### src/rtl/mult_div_sequencer.sv
// Multi-cycle signed MULT/DIV engine with HI/LO result registers.
// Booth radix-2 multiply, restoring divide on magnitudes with sign fix-up.
module mult_div_sequencer #(
  parameter int WIDTH = 32
) (
  input  logic             Clock,
  input  logic             Reset,
  input  logic             Start,
  input  logic             Op,
  input  logic [WIDTH-1:0] Op_A,
  input  logic [WIDTH-1:0] Op_B,
  output logic             Busy,
  output logic             Done,
  output logic             Div_Zero,
  output logic [WIDTH-1:0] HI,
  output logic [WIDTH-1:0] LO
);

  localparam int CW = $clog2(WIDTH);

  typedef enum logic [1:0] {
    IDLE,
    RUN,
    FIX,
    DONE
  } state_t;

  state_t state, state_nxt;

  logic [CW-1:0]  count;
  logic           op_r;
  logic           sign_a;
  logic           neg_q;
  logic           dz;
  logic           q1;
  logic [WIDTH:0] acc_hi;
  logic [WIDTH:0] opb;
  logic [WIDTH-1:0] acc_lo;

  logic             div_zero;
  logic [WIDTH-1:0] mag_a;
  logic [WIDTH-1:0] mag_b;
  logic [WIDTH:0]   booth_sum;
  logic [WIDTH:0]   shl;
  logic [WIDTH+1:0] diff;
  logic [WIDTH-1:0] quo_fix;
  logic [WIDTH-1:0] rem_fix;

  assign div_zero = Op && (Op_B == '0);
  assign mag_a    = Op_A[WIDTH-1] ? -Op_A : Op_A;
  assign mag_b    = Op_B[WIDTH-1] ? -Op_B : Op_B;

  // Upper half carries one guard bit so -2^(W-1) multiplicands cannot overflow
  always_comb begin
    booth_sum = acc_hi;
    case ({acc_lo[0], q1})
      2'b01:   booth_sum = acc_hi + opb;
      2'b10:   booth_sum = acc_hi - opb;
      default: booth_sum = acc_hi;
    endcase
  end

  assign shl     = {acc_hi[WIDTH-1:0], acc_lo[WIDTH-1]};
  assign diff    = {1'b0, shl} - {1'b0, opb};
  assign quo_fix = neg_q ? -acc_lo : acc_lo;
  assign rem_fix = sign_a ? -acc_hi[WIDTH-1:0] : acc_hi[WIDTH-1:0];

  always_ff @(posedge Clock) begin
    if (Reset) state <= IDLE;
    else       state <= state_nxt;
  end

  always_comb begin
    state_nxt = state;
    case (state)
      IDLE: if (Start) state_nxt = div_zero ? DONE : RUN;
      RUN:  if (count == CW'(WIDTH-1)) state_nxt = FIX;
      FIX:  state_nxt = DONE;
      DONE: state_nxt = IDLE;
      default: state_nxt = IDLE;
    endcase
  end

  always_ff @(posedge Clock) begin
    if (Reset) begin
      count  <= '0;
      op_r   <= 1'b0;
      sign_a <= 1'b0;
      neg_q  <= 1'b0;
      dz     <= 1'b0;
      q1     <= 1'b0;
      acc_hi <= '0;
      acc_lo <= '0;
      opb    <= '0;
      HI     <= '0;
      LO     <= '0;
    end else begin
      case (state)
        IDLE: begin
          count <= '0;
          if (Start) begin
            op_r   <= Op;
            sign_a <= Op_A[WIDTH-1];
            neg_q  <= Op_A[WIDTH-1] ^ Op_B[WIDTH-1];
            dz     <= div_zero;
            q1     <= 1'b0;
            acc_hi <= '0;
            if (Op) begin
              acc_lo <= mag_a;
              opb    <= {1'b0, mag_b};
            end else begin
              acc_lo <= Op_B;
              opb    <= {Op_A[WIDTH-1], Op_A};
            end
          end
        end
        RUN: begin
          count <= count + 1'b1;
          if (op_r) begin
            if (!diff[WIDTH+1]) begin
              acc_hi <= diff[WIDTH:0];
              acc_lo <= {acc_lo[WIDTH-2:0], 1'b1};
            end else begin
              acc_hi <= shl;
              acc_lo <= {acc_lo[WIDTH-2:0], 1'b0};
            end
          end else begin
            acc_hi <= {booth_sum[WIDTH], booth_sum[WIDTH:1]};
            acc_lo <= {booth_sum[0], acc_lo[WIDTH-1:1]};
            q1     <= acc_lo[0];
          end
        end
        FIX: begin
          if (op_r) begin
            HI <= rem_fix;
            LO <= quo_fix;
          end else begin
            HI <= acc_hi[WIDTH-1:0];
            LO <= acc_lo;
          end
        end
        default: ;
      endcase
    end
  end

  assign Busy     = (state == RUN) || (state == FIX);
  assign Done     = (state == DONE);
  assign Div_Zero = (state == DONE) && dz;

endmodule
### config.mk
export PLATFORM = sky130hd
export DESIGN_NAME = mult_div_sequencer
export DESIGN_NICKNAME = d
export VERILOG_FILES = /design/src/rtl/mult_div_sequencer.sv
export SDC_FILE = /design/constraint.sdc
export NUM_CORES = 1
export LEC_CHECK = 0
export ABC_CLOCK_PERIOD_IN_PS = 4350
export BUFFER_PORTS_ARGS = -buffer_cell sky130_fd_sc_hd__clkbuf_2
export CAP_MARGIN = 20
export CORE_ASPECT_RATIO = 2
export CORE_MARGIN = 3
export CORE_UTILIZATION = 30
export CTS_BUF_LIST = sky130_fd_sc_hd__clkbuf_8
export DETAILED_ROUTE_END_ITERATION = 8
export GPL_TIMING_DRIVEN = 0
export SLEW_MARGIN = 15
export SYNTH_ARGS = -nofsm -noshare
export SYNTH_HDL_FRONTEND = slang
export SYNTH_SLANG_ARGS = --single-unit
### constraint.sdc
create_clock -name Clock -period 4.35 [get_ports Clock]
set_input_delay 0.435 -clock Clock [delete_from_list [all_inputs] [get_ports Clock]]
set_output_delay 0.435 -clock Clock [all_outputs]
set_load 0.03 [all_outputs]
==> impl_metrics.json <==
{
  "cp_data_required_time_ns": 4.82,
  "drc": 0,
  "yosys.area.top_type": "dfxtp_1",
  "path_cells": "or3_4 > or3_4 > nor3_4 > nand2_2 > nor4_4 > nand2_1 > nand2_2 > o21ai_2 > xnor2_1 > ha_2 > inv_2 > or3_4 > buf_12 > o31ai_4 > buf_6 > a221oi_4 > or3_4 > a31o_2 > a2bb2oi_2",
  "clk_pin_slew_ns": 0.10,
  "port_buffers": 132,
  "max_stage_delay_ns": 0.40,
  "hold_path_class": "in2reg",
  "fin_cells": 2842,
  "numCtsBuffers": 17,
  "clock_skew_ns": 0.0191,
  "avgSynthCellArea_um2": 7.39,
  "syn_nets": 2156,
  "place.gp.congestion": 1.03,
  "max_cap_viol_count": 0,
  "clkLatencyLatePin_ns": 0.53,
  "maxSlewHeadroom_pct": 22.7,
  "period_needed_ns": 4.30,
  "hold_viol": 0,
  "routed_wl_mm": 70.9,
  "synth_flop_cell": "dfxtp_1",
  "grt_util_all_layers_pct": 26.6,
  "ant_nets": 0,
  "vdd_drop_max_uv": 253,
  "power.density_nw_per_um2": 686,
  "status": "finished clean",
  "initial_core_util_pct": 30.5,
  "synthCells": 2008,
  "ys_top_cells_by_count": "nor2_1, a21oi_1, dfxtp_1, nand2_1, clkbuf_1",
  "worstHoldPathCells": 3,
  "total_power_uw": 12100,
  "syn_area_um2": 14800,
  "min_period_over_period_pct": 98.9,
  "ios": 135,
  "rsz0062_at_grt": "true",
  "num_rows": 114,
  "drive_gt1_share_pct": 14.8,
  "ctsHoldBuffers": 0,
  "grt_max_degree": 17,
  "grt_pass1_vias": 16700,
  "die_height_um": 321,
  "synth-seq-area-share_pct": 23.5,
  "ctsLongestPathBuffers": 2,
  "clkSinkCount": 174,
  "r2r_cells": 19,
  "firstDrtPassIters": 5,
  "vias": 16400,
  "yosysWarnings": 0,
  "grt_antenna_before_repair": 2,
  "ys_types": 77,
  "synth-seq-cells": 174,
  "p_leak_uw": 0.00649,
  "crit_fanout": 3,
  "fin_nets": 2337,
  "viasPerCell": 5.78,
  "slowest_stage": "or3_4",
  "synthArstFlopShare_pct": 0,
  "grt_pass1_wl_mm": 103,
  "cts_tree": "yes",
  "critPathLaunchType": "flip-flop",
  "placed_cells": 2778,
  "slew_viol_final": 0,
  "first_iter_violations": 1035,
  "worst_path_most_repeated_cell": "or3_4",
  "dp_hpwl_mm": 57.5,
  "synth_top_cell_area_share_pct": 23.5,
  "setup_viol": 0,
  "crit_type": "reg2reg",
  "die-area_um2": 52300,
  "wl_per_cell_um": 25.0,
  "yosysMostFrequentCell": "nor2_1",
  "die_x_um": 163,
  "core-area_um2": 48600,
  "htreeDepth": 4,
  "areaGrowthSynthToFinish_pct": 18.5,
  "cts_root_buffer": "clkbuf_8",
  "overflow": 0,
  "worst_slew_pin_slew_ns": 1.15,
  "arrival_ns": 4.77,
  "synth_area_leaders": "dfxtp_1, ha_1, nor2_1, a21oi_1, xor2_1",
  "cp-end-kind": "flip-flop",
  "r2r_slack_ns": 0.05,
  "synth_edf_count": 0,
  "clock.fmax_ghz": 0.232,
  "nFillCells": 5163
}
cell type report:
cell class / count / area (um^2) / area share, %
diodes: 2 / 5.00 / 0.0285
clock buffers: 17 / 234 / 1.33
repair buffers: 166 / 936 / 5.32
flip-flops and latches: 174 / 3500 / 19.9
clock inverters: 15 / 189 / 1.07
well taps: 638 / 798 / 4.54
plain buffers: 133 / 514 / 2.92
multi-input cells: 1615 / 11100 / 63.1
inverters: 82 / 308 / 1.75
metal layers:
layer	up-vias	GRT usage [%]	wire, um
met5	-	0	0
met4	0	27.1	9190
met3	294	3.64	2680
met2	628	50.3	37600
met1	7812	22.4	21500
li1	7693	-	-
final timing paths:
kind	start	to
worst min-delay path	Op_B[0]	opb[0]
worst min register to register	HI[17]	HI[17]
worst max-delay path	opb[2]	acc_hi[29]
worst max register to register	opb[2]	acc_hi[29]
metrics by stage:
stage | area (um^2) | setup TNS [ns] | util, % | setup WS [ns] | hold slack, ns
after CTS | 17200 | -0.397 | 35.4 | -0.0926 | 0.279
after global routing | 17600 | -0.154 | 36.2 | -0.0685 | 0.352
after global placement | 16300 | -19.53 | 33.5 | -1.35 | 0.469
final | 17600 | 0 | 36.2 | 0.0487 | 0.289
after detailed placement | 16300 | -21.64 | 33.5 | -1.46 | 0.479
after floorplan | 14800 | 0 | - | 0.127 | 0.432
critical path: cells and delay by family, from the launching register on:
kind            cells  cell delay, ns
xor+xnor            1            0.16
buf+inv             3            0.35
simple gates        9            2.30
flops               1            0.38
fa+ha+maj           1            0.37
compound gates      5            0.68
kinds of logic (layout without fill, tap and decap cells):
kind of cell	count (synthesis)	in the layout	synth area share (%)
AOI/OAI and AO/OA	649	649	29.3
xor gates and xnor gates	183	183	10.8
adders and majority gates	80	80	6.84
buffers and inverters	219	413	5.61
DFF	174	174	23.5
muxes	47	47	3.22
other	0	2	0
and+or+nand+nor	656	656	20.8
cell usage in the layout (no fill, tap or decap), types with 79 or more instances in the layout:
cell type,n
clkbuf_2,132
nor2_1,254
nand2_1,170
o21ai_0,90
xor2_1,93
clkbuf_1,118
xnor2_1,79
inv_1,82
a21oi_1,168
dfxtp_1,168
a211oi_1,102
power by group:
group	internal, uW	switching [uW]
combinational	2820	5390
clock	580	719
sequential	2020	541
timing repair:
item	4_1_cts	5_1_grt
resized for setup	84	54
setup buffers	20	14
setup endpoints to repair	26	18
pin swaps	33	45
flip-flops by register name, summed over array words and instances (netlist names):
| register | count |
|---|---|
| opb | 33 |
| count | 5 |
| state | 2 |
| HI | 32 |
| acc_lo | 32 |
| q1 | 1 |
| dz | 1 |
| LO | 32 |
| neg_q | 1 |
| sign_a | 1 |
| op_r | 1 |
| acc_hi | 33 |
Note: power is estimated with default switching activity, not from simulation.
